<file path="src/rtl/multi_spi_tx.sv">
// multi_spi_tx: multi-lane SPI shift-out transmitter (1, 2 or 4 lanes, MSB-first)
// Ports:
//   clk, rst          rising-edge clock, synchronous active-high reset
//   S                 lane mode latched on acceptance: 00 single, 01 dual, 11 quad, 10 reserved
//   tx_data, tx_valid word to send and its valid strobe
//   tx_ready          word can be accepted this cycle (idle or last beat)
//   O, O_en           lane data and beat-valid qualifier
//   busy              frame in progress
//   done              one-cycle pulse after the final beat of a word
//   err               one-cycle pulse after a reserved-mode word was consumed
module multi_spi_tx #(
   parameter int REGSIZE = 8
) (
   input  logic               clk,
   input  logic               rst,
   input  logic [1:0]         S,
   input  logic [REGSIZE-1:0] tx_data,
   input  logic               tx_valid,
   output logic               tx_ready,
   output logic [3:0]         O,
   output logic               O_en,
   output logic               busy,
   output logic               done,
   output logic               err
);
   localparam int CW = $clog2(REGSIZE);
   localparam logic [CW-1:0] N1 = CW'(REGSIZE - 1);
   localparam logic [CW-1:0] N2 = CW'(REGSIZE / 2 - 1);
   localparam logic [CW-1:0] N4 = CW'(REGSIZE / 4 - 1);
   generate
      if ((REGSIZE % 4) != 0 || REGSIZE < 4) begin : g_bad_regsize
         $error("multi_spi_tx: REGSIZE must be a multiple of 4 and >= 4");
      end
   endgenerate
   typedef enum logic {IDLE, SHIFT} state_t;
   state_t             state, state_n;
   logic [REGSIZE-1:0] sr, sr_n;
   logic [CW-1:0]      cnt, cnt_n;
   logic [1:0]         mode, mode_n;
   logic               done_n, err_n, acc;
   always_ff @(posedge clk) begin
      if (rst) begin
         state <= IDLE;
         sr    <= '0;
         cnt   <= '0;
         mode  <= '0;
         done  <= 1'b0;
         err   <= 1'b0;
      end else begin
         state <= state_n;
         sr    <= sr_n;
         cnt   <= cnt_n;
         mode  <= mode_n;
         done  <= done_n;
         err   <= err_n;
      end
   end
   // A new word may be taken during the last beat so back-to-back words leave no gap.
   always_comb begin
      tx_ready = (state == IDLE) || (cnt == '0);
      acc      = tx_valid && tx_ready;
      state_n  = state;
      sr_n     = sr;
      cnt_n    = cnt;
      mode_n   = mode;
      done_n   = 1'b0;
      err_n    = 1'b0;
      if (state == SHIFT) begin
         sr_n  = mode == 2'b00 ? sr << 1 : mode == 2'b01 ? sr << 2 : sr << 4;
         cnt_n = cnt - CW'(1);
         if (cnt == '0) begin
            done_n  = 1'b1;
            state_n = IDLE;
         end
      end
      if (acc) begin
         if (S == 2'b10) begin
            err_n   = 1'b1;
            state_n = IDLE;
         end else begin
            sr_n    = tx_data;
            mode_n  = S;
            cnt_n   = S == 2'b00 ? N1 : S == 2'b01 ? N2 : N4;
            state_n = SHIFT;
         end
      end
   end
   assign O_en = (state == SHIFT);
   assign busy = (state == SHIFT);
   assign O    = state != SHIFT ? 4'b0000 :
                 mode == 2'b00  ? {3'b000, sr[REGSIZE-1]} :
                 mode == 2'b01  ? {2'b00, sr[REGSIZE-1 -: 2]} : sr[REGSIZE-1 -: 4];
endmodule

</file>
<file path="config.mk">
export PLATFORM = sky130hd
export DESIGN_NAME = multi_spi_tx
export DESIGN_NICKNAME = d
export VERILOG_FILES = /design/src/rtl/multi_spi_tx.sv
export SDC_FILE = /design/constraint.sdc
export NUM_CORES = 1
export LEC_CHECK = 0
export CORE_MARGIN = 8
export CORE_UTILIZATION = 46
export DETAILED_ROUTE_END_ITERATION = 10
export HOLD_SLACK_MARGIN = 0.02
export MAX_ROUTING_LAYER = met4
export PLACE_DENSITY = 0.74
export SLEW_MARGIN = 5
export SYNTH_ARGS = -nofsm -noshare
export SYNTH_HDL_FRONTEND = slang
export SYNTH_SLANG_ARGS = --single-unit
</file>
<file path="constraint.sdc">
create_clock -name clk -period 2.2 [get_ports clk]
set_clock_uncertainty 0.1 [all_clocks]
set_input_delay 0.22 -clock clk [delete_from_list [all_inputs] [get_ports clk]]
set_output_delay 0.22 -clock clk [all_outputs]
set_load 0.01 [all_outputs]
</file>
# [After elaboration in Yosys (flattened, before gate mapping)]
# Cells that the tools add are included.
[word_totals] regBits=16 inputBits=13 output_inout_bits=9 elab_cells=40
[classes] add_sub_neg=1 eq_ne=3 n_mux=19 n_bitwise=3 reduce_logical=8
[ops] op="2-to-1 mux 8 bit" n=5
[ops] op="2-to-1 mux 3 bit" n=4
[ops] op="2-to-1 mux 4 bit" n=3
[ops] op="2-to-1 mux 1 bit" n=6
[ops] op="equality test 2 x 1 -> 1 bit (second input constant)" n=2
[ops] op="zero test 2 bit" n=2
[ops] op="OR reduction 2 bit" n=2
[ops] op="zero test 3 bit" n=1
[ops] op="inverter 1 bit" n=3
[ops] op="subtractor 3 x 1 -> 3 bit (second input constant)" n=1
[ops] op="equality test 2 bit (second input constant)" n=1
[ops] op="2-to-1 mux 2 bit" n=1
[ops] op="AND reduction 2 bit" n=1
[ops] op="logical AND 1 bit" n=1
[ops] op="logical OR 1 bit" n=1

# [Depth between registers and ports, before layout]
[logic_depth] depth_word=6 ltp_mapped=7 ltp_nobuf=7

# [Worst setup path after synthesis]
# OpenSTA, ideal clock, no wires.
[synth_path] path_kind="flip-flop to flip-flop" startpoint="register cnt[0]" endpoint="register cnt[1]" setup_ns=0.067 arrival_time_ns=1.429 t_required_ns=2.033 path_slack_ns=0.603 path_stages_with_launch=8 path_buffers=0 period_less_slack_ns=1.597 cell_sequence="dfxtp_1 inv_1 ha_1 ha_1 nor2b_4 inv_2 a311o_1 a21oi_2"
[synth_between] elab_chain_len=4 elab_cells_between_ends=7 cone_classes="add/sub (1); mux (3); reduce/logical (3)"
[synth_rtl] element="start, declared" line_no="38" text="logic [CW-1:0] cnt, cnt_n;"
[synth_rtl] element="start signal, assigned" line_no="52" text="cnt <= cnt_n;"
[synth_rtl] element="zero test 3 bit" line_no="60" text="tx_ready = (state == IDLE) || (cnt == '0);"
[synth_rtl] element="logical OR 1 bit" line_no="60"
[synth_rtl] element="named net tx_ready" line_no="19" text="output logic tx_ready,"
[synth_rtl] element="logical AND 1 bit" line_no="61" text="acc = tx_valid && tx_ready;"
[synth_rtl] element="2-to-1 mux 3 bit" line_no="76" text="if (acc) begin"
# The timed path passes the listed nets, and every way through them passes these cells.
# A chain may end at the register's enable or synchronous reset.

# [Worst setup path after layout]
[layout_path] startpoint="register cnt[0]" endpoint="output port tx_ready"
[layout_between] elab_chain_len=2
[layout_rtl] element="zero test 3 bit" line_no="60"
[layout_rtl] element="logical OR 1 bit" line_no="60"
[layout_rtl] element="end, declared" line_no="19"
# No other way between the ends.

==> metrics.md <==
| Metric | Value |
|---|---|
| Sum Neg Setup Slack | 0 ns |
| Postcts setup bufs | 0 |
| Final worst slack | just over 0.1 ns |
| Fin. max-slew vios | 0 |
| Max cap viols | 0 |
| Gate Count Post-Synth | between 100 and 150 |
| GRT Util Overall | 12.66% |
| Critical R2R Launch | cnt[0]$_SDFF_PP0_ |
| Syn-to-layout area delta | 28.47% |
| Post-synth EDFFs | 0 |
| Setup CP Type | reg -> out |
| #FFs+latches synth | 16 |
| Top cell type's share of synthesized area | a little over a third |
| Placer Congestion | roughly 0.85 |
| Nets | between 100 and 150 |
| Die area | 3682 um^2 |
| Endpoints failing hold | 0 |
| Wire per inst | about 15 um |
| Status | complete, no violations |
| Syn Nets | 117 |
| Root Driver | clkbuf_4 |
| Syn avg cell area | 9.004 um^2 |
| Design area | 1180 um^2 |
| Post-synth ARST share | 0% |
| Relative slew margins | approximately 66% |
| Clock H-tree levels | 1 |
| Detailed-route vias per instance | 5.560 |
| Pwr/cell area | 586.6 nW/um^2 |
| Count leader, synth | dfxtp_1 |
| Largest net degree at the start of global routing | 17 |
| DR iter-0 viols | 16 |
| I/O Buffers | 21 |
| Hpwl dp | ~1.7 mm |
| RSZ-0062 raised after global routing | no |
| Max Root-Sink Buffers | 2 |
| Non-Filler Instances | 150 |
| Clock latency on the worst-skew pair | 0.28 ns |
| Worst Setup Start Kind | flip-flop |
| Core area | just under 2000 um^2 |
| First-pass GRT wire length | 3.443 mm |
| Reg-to-reg slack, setup | 0.49 ns |
| Synth warnings | 0 |
| R2R Path End | sr[4]$_SDFF_PP0_ |
| Post_cts resized | 0 |
| Reg2reg path depth | 7 |
| Synth area leaders | dfxtp_1, mux2_2, o41ai_1 |
| Share of layout cells above drive strength 1 | between 15 and 20% |
| Sequential share of the synthesized area | between 30% and 40% |
| Clk sinks | 16 |
| Worst-path clk slew | 0.09 ns |
| Number of diodes | 0 |
| Die W | just over 60 um |
| Initial antenna violation count | 0 |
| CTS Buf Count | 3 |
| TritonCTS clock tree | built |
| Die span in y | around 61 um |
| # rows | 16 |
| Worst slew pin tran | about 0.51 ns |
| Via Count | around 830 |
| Vias in the first global route | 801 |
| Critical path capture point type | primary output |
| Hold Buf Count CTS | 0 |
| Post-synth top area cell | dfxtp_1 |
| Starting Density | 47.79% |
| Final Cycle Share | 95.30% |
| Worst Hold End | sr[6]$_SDFF_PP0_ |
| Gr ovfl total | 0 |
| F_max | roughly 0.48 GHz |
| Hold slack | between 0.4 and 0.5 ns |
| Post-Syn Area | around 920 um^2 |
| Final setup fails | 0 |
| Critical Path RT | about 1.9 ns |
| Synth Flop Type | dfxtp_1 |
| Peak VDD IR | around 450 uV |
| Placement Setup Slack | between 0.4 and 0.5 ns |
| Hold Crit Start | sr[6]$_SDFF_PP0_ |
| TritonRoute pass-1 iters | 4 |
| Pleak | around 0.00044 uW |
| Placed Cells | roughly 150 |
| Crit path DAT | 1.78 ns |
| Placed cell areas | ~1200 um^2 |
| Final min period | around 2.1 ns |
| Hold depth | 2 |
| Cell variety after synth | 37 |
| Critical Path Fanout Max | 6 |
| Routed Antenna Nets | 0 |
| HP Class | reg -> reg |
| Routed wire length | ~2.2 mm |
| I/O Pins | 22 |
| Post-synth top cells | dfxtp_1, a21oi_1, mux2_2 |
| # DRC | 0 |
==> layout by cell type, fill, tap and decap left out, types with 2 or more instances in the layout <==
| cell | n |
|---|---|
| nand2b_1 | 5 |
| clkbuf_4 | 3 |
| nor4_1 | 2 |
| buf_4 | 5 |
| a31oi_1 | 4 |
| and3_1 | 4 |
| dfxtp_1 | 16 |
| inv_2 | 2 |
| inv_1 | 5 |
| a21oi_1 | 7 |
| o41ai_1 | 6 |
| nand2_1 | 6 |
| nor2_1 | 2 |
| a22oi_1 | 2 |
| clkdlybuf4s50_1 | 21 |
| mux2_2 | 7 |
| nor2b_1 | 2 |
| o211ai_1 | 5 |
| ha_1 | 2 |
==> worst max-delay path by stage <==
stage / start / to / slack (ns) / cells after the start
floorplan: cnt[0]$_SDFF_PP0_ / cnt[1]$_SDFF_PP0_ / 0.60 / 7
CTS: cnt[0]$_SDFF_PP0_ / tx_ready / 0.08 / 6
global route: mode[1]$_SDFFE_PP0P_ / O[1] / 0.01 / 3
finish: cnt[0]$_SDFF_PP0_ / tx_ready / 0.10 / 6
detailed placement: cnt[0]$_SDFF_PP0_ / tx_ready / 0.41 / 6
global placement: cnt[0]$_SDFF_PP0_ / tx_ready / 0.45 / 6
==> flip-flops by register name, summed over array words and instances (netlist names) <==
register and flops:
cnt 3, sr 8, err 1, O_en 1, done 1, mode 2
==> cell families (layout without fill, tap and decap cells) <==
logic type	after synthesis	in the layout	share of synthesized area (%)
compound gates	32	32	25.61
xor+xnor	1	1	0.9539
fa+ha+maj	2	2	2.724
buf+inv	15	36	7.494
flops	16	16	34.88
mux	8	8	9.674
simple gates	28	28	18.66
==> layer usage <==
layer,global-route usage [%],up-vias,wire (um)
met1,14.58,387,1062
li1,-,427,-
met5,-,-,0
met4,4.319,0,7
met3,2.966,2,85
met2,20.97,18,1075
==> power breakdown <==
part | internal, uW | switching, uW
combinational | 105 | 88.5
clock | 63.5 | 90.5
sequential | 317 | 27.8
total | 485 | 207
==> through the flow <==
step,power [uW],util (%)
2_1_floorplan,473.3,-
6_report,692.1,61.39
3_3_place_gp,540.4,60.22
5_1_grt,730.2,61.39
4_1_cts,697.5,61.39
3_5_place_dp,544.0,60.22
==> critical path, stage by stage, from the launching register on <==
cell and delay (ns):
dfxtp_1 0.36, inv_1 0.05, ha_1 0.19, ha_1 0.22
nor2b_4 0.13, inv_2 0.07, clkdlybuf4s50_1 0.48
==> layout make-up <==
class	instances	area (um^2)
fillers	190	742.0
multi-input cells	71	529.3
flip-flops and latches	16	320.3
repair buffers	26	247.7
well taps	27	33.78
inverters	7	26.28
clock buffers	3	22.52
Power figures use the tool's default switching activity.
